--- src/rtl/otter_pkg.sv ---
// rtl/otter_pkg.sv - shared OTTER pipeline constants and fetch FSM type
// Contents: PCSRC_* next-PC select codes, NOP_INSTR, fetch_state_t, word_align().
package otter_pkg;

  localparam logic [2:0] PCSRC_PC4    = 3'd0;
  localparam logic [2:0] PCSRC_JALR   = 3'd1;
  localparam logic [2:0] PCSRC_BRANCH = 3'd2;
  localparam logic [2:0] PCSRC_JAL    = 3'd3;
  localparam logic [2:0] PCSRC_MTVEC  = 3'd4;
  localparam logic [2:0] PCSRC_MEPC   = 3'd5;

  localparam logic [31:0] NOP_INSTR = 32'h0000_0013;

  // RUN: nothing outstanding, WAIT: one request outstanding,
  // DROP: the outstanding request was squashed and its response is discarded.
  typedef enum logic [1:0] {RUN, WAIT, DROP} fetch_state_t;

  function automatic logic [31:0] word_align(input logic [31:0] a);
    return a & 32'hFFFF_FFFC;
  endfunction

endpackage

--- src/rtl/fetch_hold_buf.sv ---
// rtl/fetch_hold_buf.sv - one-entry pc/instr holding buffer for the fetch stage
// Ports: clk, rst_n (async, active-low); load/clear strobes (clear wins);
//        load_pc/load_instr entry data; valid/pc/instr buffered entry.
module fetch_hold_buf (
  input  logic        clk,
  input  logic        rst_n,
  input  logic        load,
  input  logic        clear,
  input  logic [31:0] load_pc,
  input  logic [31:0] load_instr,
  output logic        valid,
  output logic [31:0] pc,
  output logic [31:0] instr
);
  import otter_pkg::*;

  always_ff @(posedge clk or negedge rst_n) begin
    if (!rst_n) begin
      valid <= 1'b0;
      pc    <= '0;
      instr <= NOP_INSTR;
    end else if (clear) begin
      valid <= 1'b0;
    end else if (load) begin
      valid <= 1'b1;
      pc    <= load_pc;
      instr <= load_instr;
    end
  end

endmodule

--- src/rtl/otter_fetch_stage.sv ---
// rtl/otter_fetch_stage.sv - OTTER instruction-fetch stage with IF/ID register
// Ports: CLK, RST_N (async, active-low); PC_SOURCE/FLUSH/STALL and redirect targets
//        from execute/decode; IMEM_REQ/ADDR/GNT/RVALID/RDATA instruction memory;
//        IF_ID_VALID/PC/INSTR pipeline register outputs.
module otter_fetch_stage #(
  parameter logic [31:0] RESET_PC  = 32'h0000_0000,
  parameter logic [31:0] NOP_INSTR = otter_pkg::NOP_INSTR
) (
  input  logic        CLK,
  input  logic        RST_N,
  input  logic [2:0]  PC_SOURCE,
  input  logic        FLUSH,
  input  logic        STALL,
  input  logic [31:0] JALR_TGT,
  input  logic [31:0] BRANCH_TGT,
  input  logic [31:0] JAL_TGT,
  input  logic [31:0] MTVEC,
  input  logic [31:0] MEPC,
  output logic        IMEM_REQ,
  output logic [31:0] IMEM_ADDR,
  input  logic        IMEM_GNT,
  input  logic        IMEM_RVALID,
  input  logic [31:0] IMEM_RDATA,
  output logic        IF_ID_VALID,
  output logic [31:0] IF_ID_PC,
  output logic [31:0] IF_ID_INSTR
);
  import otter_pkg::*;

  fetch_state_t state, state_nxt;
  logic [31:0]  pc, req_pc, target;
  logic         hb_valid, hb_load, hb_clear;
  logic [31:0]  hb_pc, hb_instr;
  logic         resp_live, fire;

  // A response only counts while a live request is outstanding.
  assign resp_live = (state == WAIT) && IMEM_RVALID;

  // Response that cannot enter IF/ID because decode is holding a live instruction.
  assign hb_load = resp_live && IF_ID_VALID && STALL && !FLUSH;

  // Requests are also held off on the cycle the buffer is being filled, so a
  // second response can never arrive while both IF/ID and the buffer are full.
  assign IMEM_REQ  = RST_N && ((state == RUN) || resp_live) && !hb_valid && !hb_load && !FLUSH;
  assign IMEM_ADDR = word_align(pc);
  assign fire      = IMEM_REQ && IMEM_GNT;
  assign hb_clear  = FLUSH || (!STALL && hb_valid);

  always_comb begin
    target = pc + 32'd4;
    case (PC_SOURCE)
      PCSRC_JALR:   target = JALR_TGT;
      PCSRC_BRANCH: target = BRANCH_TGT;
      PCSRC_JAL:    target = JAL_TGT;
      PCSRC_MTVEC:  target = MTVEC;
      PCSRC_MEPC:   target = MEPC;
      default:      ;
    endcase
  end

  always_comb begin
    state_nxt = state;
    if (FLUSH) begin
      // A same-cycle grant is already in flight at the memory, so it must be squashed too.
      if (IMEM_GNT || ((state != RUN) && !IMEM_RVALID)) state_nxt = DROP;
      else                                               state_nxt = RUN;
    end else begin
      case (state)
        RUN:     if (fire) state_nxt = WAIT;
        WAIT:    if (IMEM_RVALID) state_nxt = fire ? WAIT : RUN;
        DROP:    if (IMEM_RVALID) state_nxt = RUN;
        default: state_nxt = RUN;
      endcase
    end
  end

  always_ff @(posedge CLK or negedge RST_N) begin
    if (!RST_N) begin
      state       <= RUN;
      pc          <= RESET_PC;
      req_pc      <= '0;
      IF_ID_VALID <= 1'b0;
      IF_ID_PC    <= '0;
      IF_ID_INSTR <= NOP_INSTR;
    end else begin
      state <= state_nxt;

      if (FLUSH) begin
        pc <= word_align(target);
      end else if (fire) begin
        pc     <= pc + 32'd4;
        req_pc <= IMEM_ADDR;
      end

      if (FLUSH) begin
        IF_ID_VALID <= 1'b0;
        IF_ID_PC    <= '0;
        IF_ID_INSTR <= NOP_INSTR;
      end else if (resp_live && (!IF_ID_VALID || !STALL)) begin
        IF_ID_VALID <= 1'b1;
        IF_ID_PC    <= req_pc;
        IF_ID_INSTR <= IMEM_RDATA;
      end else if (!STALL) begin
        if (hb_valid) begin
          IF_ID_VALID <= 1'b1;
          IF_ID_PC    <= hb_pc;
          IF_ID_INSTR <= hb_instr;
        end else begin
          IF_ID_VALID <= 1'b0;
        end
      end
    end
  end

  fetch_hold_buf u_hold_buf (
    .clk        (CLK),
    .rst_n      (RST_N),
    .load       (hb_load),
    .clear      (hb_clear),
    .load_pc    (req_pc),
    .load_instr (IMEM_RDATA),
    .valid      (hb_valid),
    .pc         (hb_pc),
    .instr      (hb_instr)
  );

endmodule

--- config.mk ---
export PLATFORM = sky130hd
export DESIGN_NAME = otter_fetch_stage
export DESIGN_NICKNAME = d
export VERILOG_FILES = /design/src/rtl/otter_pkg.sv /design/src/rtl/fetch_hold_buf.sv /design/src/rtl/otter_fetch_stage.sv
export SDC_FILE = /design/constraint.sdc
export NUM_CORES = 1
export LEC_CHECK = 0
export ABC_AREA = 1
export CORE_ASPECT_RATIO = 1.25
export CORE_MARGIN = 2
export CORE_UTILIZATION = 35
export DETAILED_ROUTE_END_ITERATION = 6
export HOLD_SLACK_MARGIN = 0.02
export SLEW_MARGIN = 5
export SYNTH_ARGS = -nofsm -noshare
export SYNTH_HDL_FRONTEND = slang
export SYNTH_SLANG_ARGS = --single-unit
--- constraint.sdc ---
create_clock -name CLK -period 3.6 [get_ports CLK]
set_input_delay 0.36 -clock CLK [delete_from_list [all_inputs] [get_ports CLK]]
set_output_delay 0.36 -clock CLK [all_outputs]
set_load 0.03 [all_outputs]
## After elaboration in Yosys (flattened, before gate mapping)

Cells that the tools add are included.

| storage, ports and cells | value |
|---|---|
| logic and storage cells | 78 |
| output and inout bits | 98 |
| bits of input ports | 201 |
| register bits | 192 |

| cells by class | value |
|---|---|
| eq/ne operators | 11 |
| add/subtract/negate cells | 1 |
| reductions and logical operators | 31 |
| mux-type cells | 24 |
| bitwise operators | 2 |

Operators with widths:

| kind | count |
|---|---|
| 2-to-1 mux 32 bit | 10 |
| one-hot mux 32 bit (5 select lines) | 1 |
| adder 32 x 3 -> 32 bit (second input constant) | 1 |
| logical AND 1 bit | 12 |
| 2-to-1 mux 2 bit | 5 |
| != test 3 bit (second input constant) | 3 |
| 2-to-1 mux 1 bit | 7 |
| equality test 3 x 2 -> 1 bit (second input constant) | 2 |
| equality test 3 bit (second input constant) | 2 |
| logical NOT 1 bit | 6 |
| one-hot mux 2 bit (3 select lines) | 1 |
| AND reduction 2 bit | 3 |
| nonzero test 2 bit | 3 |
| logical OR 1 bit | 4 |
| equality test 3 x 1 -> 1 bit (second input constant) | 1 |
| != test 3 x 2 -> 1 bit (second input constant) | 1 |
| AND reduction 3 bit | 1 |
| nonzero test 3 bit | 1 |
| equality test 2 x 1 -> 1 bit (second input constant) | 1 |
| equality test 2 bit (second input constant) | 1 |
| logical NOT 2 bit | 1 |
| NOT 1 bit | 2 |

## Depth between registers and ports, before layout

| logic depth | value |
|---|---|
| depth in word-level cells | 13 |
| mapped depth | 11 |
| depth with buffers taken out | 10 |

## Hierarchy

A second synthesis with hierarchy kept.

| second synthesis, totals | value |
|---|---|
| cell total of the unflattened synthesis | 1,525 |
| area, all modules | 11,085.6 µm² |

By module, submodules not included:

| module | sequential area each (µm²) | area an instance (µm²) | times used | cells an instance |
|---|---|---|---|---|
| otter_fetch_stage | 3,181.8 | 8,473.1 | 1 | 1,243 |
| fetch_hold_buf | 1,630.3 | 2,612.5 | 1 | 282 |

## Least setup slack after synthesis

OpenSTA, ideal clock, no wires.

| path | value |
|---|---|
| kind | register -> register |
| from | reg pc[3] |
| to | reg pc[28] |
| arrival time | 1.614 ns |
| required time | 3.483 ns |
| path slack | 1.869 ns |
| path buffers | 0 |
| setup time | 0.117 ns |
| period minus slack after synthesis | 1.731 ns |
| stages on the path, launching flop included | 11 |
| cell sequence | dfrtp_1 ha_1 nand2_1 nor2_1 nand2_1 nor2_1 nand2_1 nand2_1 nand3_1 nand2_1 nand2_1 |

| between the ends | value |
|---|---|
| word-level cells in the longest chain between the ends | 3 |
| elaborated cells between the ends (all ways) | 4 |
| classes of those cells | add/sub: 1; mux: 3 |

Ends and longest elaborated chain:

| what | line | text |
|---|---|---|
| from (decl) | otter_fetch_stage.sv:31 | `logic [31:0] pc, req_pc, target;` |
| from (signal assigned) | otter_fetch_stage.sv:89 | `pc <= word_align(target);` |
| from (signal assigned) | otter_fetch_stage.sv:91 | `pc <= pc + 32'd4;` |
| adder 32 x 3 -> 32 bit * | otter_fetch_stage.sv:50, otter_fetch_stage.sv:91 |  |
| one-hot mux 32 bit (5 select lines) / 2-to-1 mux 32 bit (equally long branches) | otter_fetch_stage.sv:51, otter_fetch_stage.sv:90 |  |
| 2-to-1 mux 32 bit * | otter_fetch_stage.sv:88 | `if (FLUSH) begin` |

Mark *: on every way between the ends. The rest lies on a longest branch, timed or not. The select of a mux whose other input is x is not followed.
A chain may end at the register's enable or synchronous reset.

## Worst setup path in the final report

| path | value |
|---|---|
| from | in RST_N |
| to | out IMEM_REQ |

| between the ends | value |
|---|---|
| word-level cells in the longest chain between the ends | 4 |

Ends and longest elaborated chain:

| what | line | text |
|---|---|---|
| from (decl) | otter_fetch_stage.sv:10 | `input logic RST_N,` |
| logical AND 1 bit (4 in a row) | otter_fetch_stage.sv:44 | `assign IMEM_REQ = RST_N && ((state == RUN) \|\| resp_live) && !hb_valid && !hb_load && !FLUSH;` |
| to (decl) | otter_fetch_stage.sv:19 | `output logic IMEM_REQ,` |

No other way between the ends.

==> impl_results.md <==
- Top layer in use: met4
- DRT Pass-1 Iters: 5
- Initial antenna violation count: 0
- Met3 WL: 2.29 mm
- Clock latency on the worst-skew pair: 0.44 ns
- Min-Delay Path Class: in2async
- Final setup viols: 0
- Reg2Reg Depth: 10
- H-tree levels: 4
- Yosys warns: 0
- Synth unique cells: 33
- DRT Wirelength: 31.8 mm
- Ys flop type: dfrtp_1
- Net count, final: 1876
- Slowest cell on crit path: clkdlybuf4s50_1
- Worst-path clk slew: 0.07 ns
- Post-Syn Instances: 1430
- Worst Path Required: 3.24 ns
- Gr ovfl total: 0
- WS Path Type: in2out
- Tcrit/Tclk final: 78.8%
- Total of max-cap violations: 0
- Total CTS buffers: 17
- Lkg Pwr: 6.72 nW
- Worst-Margin Slew: 0.861 ns
- Avg Cell Area, Syn: 7.25 µm²
- Chip width: 158 µm
- Fmax: 353 MHz
- Clock Tree Buf Depth: 2
- Power Density: 409 mW/mm²
- Critical Path Max Stage Delay: 0.65 ns
- Commonest cells after routing, fill and taps aside: 467 x nand2_1, 283 x clkdlybuf4s50_1, 182 x dfrtp_1
- Final design utilization: 48.2%
- First-pass GRT wire length: 50.4 mm
- Max-slew violations: 0
- Top Ports: 299
- Clock Skews: 0.00980 ns
- Post-Syn Area: 0.0104 mm²
- Global Route Usage Sum: 20.7%
- CP Buf/Inv Count: 4
- RSZ-0062 raised after global routing: no
- IO Port Bufs: 284
- Maximum fanout along the worst path: 52
- FF+latch count, synth: 188
- Clock sinks: 188
- Row count: 70
- Most common library cell in the layout ignoring fill and taps: nand2_1
- Number of global-route vias before repair: 9464
- CTS tree: yes
- FF-to-FF setup slack: 1.41 ns
- Layout area overhead: 35.8%
- DR iter-0 viols: 583
- R2r endpoint: pc[28]
- Die Area: 0.0310 mm²
- Number of flops mapped to enable cells by yosys: 0
- Initial Util: 35.5%
- Start of the worst register-to-register path: pc[3]
- Layout cells sized above 1: 4.27%
- Arr. time, crit path: 2.48 ns
- CP delay by family, top: buffers and inverters
- Core Footprint: 0.0293 mm²
- Final Hold Viols: 0
- Wire length on met2: 14.9 mm
- Largest net degree at the start of global routing: 139
- Vias/cell: 4.73
- Post-CTS setup buffer count: 0
- Setup crit start kind: primary input
- Setup TNS: 0 ns
- Routed Antenna Nets: 0
- HPWL Detailed: 23.5 mm
- Tmin final: 2.84 ns
- DP Worst Slack: 0.951 ns
- DRC: 0
- M1 WL: 14.0 mm
- Final setup margin: 0.764 ns
- Post-CTS Resized: 0
- Slew Limit Headroom: 42.4%
- Sequential share of the synthesized area: 45.4%
- Wirelength per Cell: 15.3 µm
- Chip Height: 196 µm
- Gp weighted congestion: 0.877
- Root Driver: clkbuf_16
- Hold buffers post-CTS: 1
- CP cell instances: dlygate4sd3_1 > clkbuf_8 > nand3_1 > nor2_1 > nand2_1 > inv_1 > clkdlybuf4s50_1
- Critical Path Sink Type: output pin
- Peak supply drop: 0.345 mV
- Asr flop ratio synth: 100%
- Status: finished, final reports clean
- Vias: 9851
==> flip-flops by register name, indices dropped and copies added (netlist names) <==
name and flops:
pc 30, u_hold_buf.pc 30, IF_ID_INSTR 32, u_hold_buf.valid 1, req_pc 30, u_hold_buf.instr 32, IF_ID_VALID 1, state 2
IF_ID_PC 30
==> worst max-delay path by stage <==
| stage | start | to | slack [ns] | cells after the start |
|---|---|---|---|---|
| after floorplan | pc[3] | pc[28] | 1.87 | 10 |
| after global placement | PC_SOURCE[2] | pc[16] | 0.97 | 10 |
| after detailed placement | PC_SOURCE[2] | pc[16] | 0.95 | 10 |
| after CTS | RST_N | IMEM_REQ | 0.75 | 7 |
| after global routing | RST_N | IMEM_REQ | 0.58 | 7 |
| final | RST_N | IMEM_REQ | 0.76 | 7 |
==> metrics by stage <==
stage / total power, W / hold WS [ns] / instances / cell area [µm²]
2_1_floorplan: 0.00314 / 0.0644 / 1433 / 10400
5_1_grt: 0.00609 / 0.450 / 2083 / 14100
6_report: 0.00576 / 0.429 / 2084 / 14100
3_3_place_gp: 0.00376 / 0.343 / 2050 / 13400
3_5_place_dp: 0.00377 / 0.346 / 2050 / 13400
4_1_cts: 0.00585 / 0.428 / 2083 / 14100
==> synthesized netlist by cell type (all sizes together) (2+ instances only) <==
library cell | count | area share (%)
o21ai | 159 | 7.7
nand4 | 42 | 2.5
nor3 | 5 | 0.24
o22ai | 2 | 0.12
clkbuf | 23 | 0.83
nand2 | 472 | 17
a21oi | 11 | 0.53
nor2 | 147 | 5.6
nor3b | 3 | 0.22
dfstp | 6 | 1.5
a22o | 59 | 5.0
buf | 59 | 3.6
nand3b | 3 | 0.22
inv | 168 | 6.1
nand3 | 81 | 4.1
dfrtp | 182 | 44
o41ai | 2 | 0.17
==> logic make-up (layout without fill, tap and decap cells) <==
family / Yosys count / in the layout / synth area share [%]
simple gates: 754 / 754 / 30.2
buf+inv: 251 / 505 / 10.6
compound gates: 234 / 234 / 13.5
flops: 188 / 188 / 45.4
fa+ha+maj: 1 / 1 / 0.121
other cells: 1 / 5 / 0.0362
mux: 1 / 1 / 0.109
==> layer usage <==
metal	vias to the layer above	GRT usage, %
met5	-	0
met4	0	5.81
met3	27	5.32
met2	332	34.5
met1	4429	26.6
li1	5063	-
==> worst reg2reg max path, stage by stage, from the launching register on <==
cell and delay [ns]:
dfrtp_1 0.48, ha_1 0.25, nand2_1 0.08, nor2_1 0.26
nand2_1 0.23, nor2_1 0.42, nand2_1 0.11, nand2_1 0.07
nand3_1 0.06, nand2_1 0.07, nand2_1 0.04
==> power by group <==
part	switching, W	leakage (nW)	internal (W)	total, W
clock	0.000833	0.308	0.00121	0.00204
combinational	0.000722	3.89	0.000522	0.00124
sequential	0.000187	2.52	0.00229	0.00248
==> final cells by class <==
cell class              instances  area, µm²
fillers                      3007      15200
flip-flops and latches        188       4710
multi-input cells             994       4580
repair buffers                304       3020
inverters                     169        636
well taps                     396        495
clock buffers                  20        457
clock inverters                12        184
diodes                          1       2.50
Power figures use the tool's default switching activity.
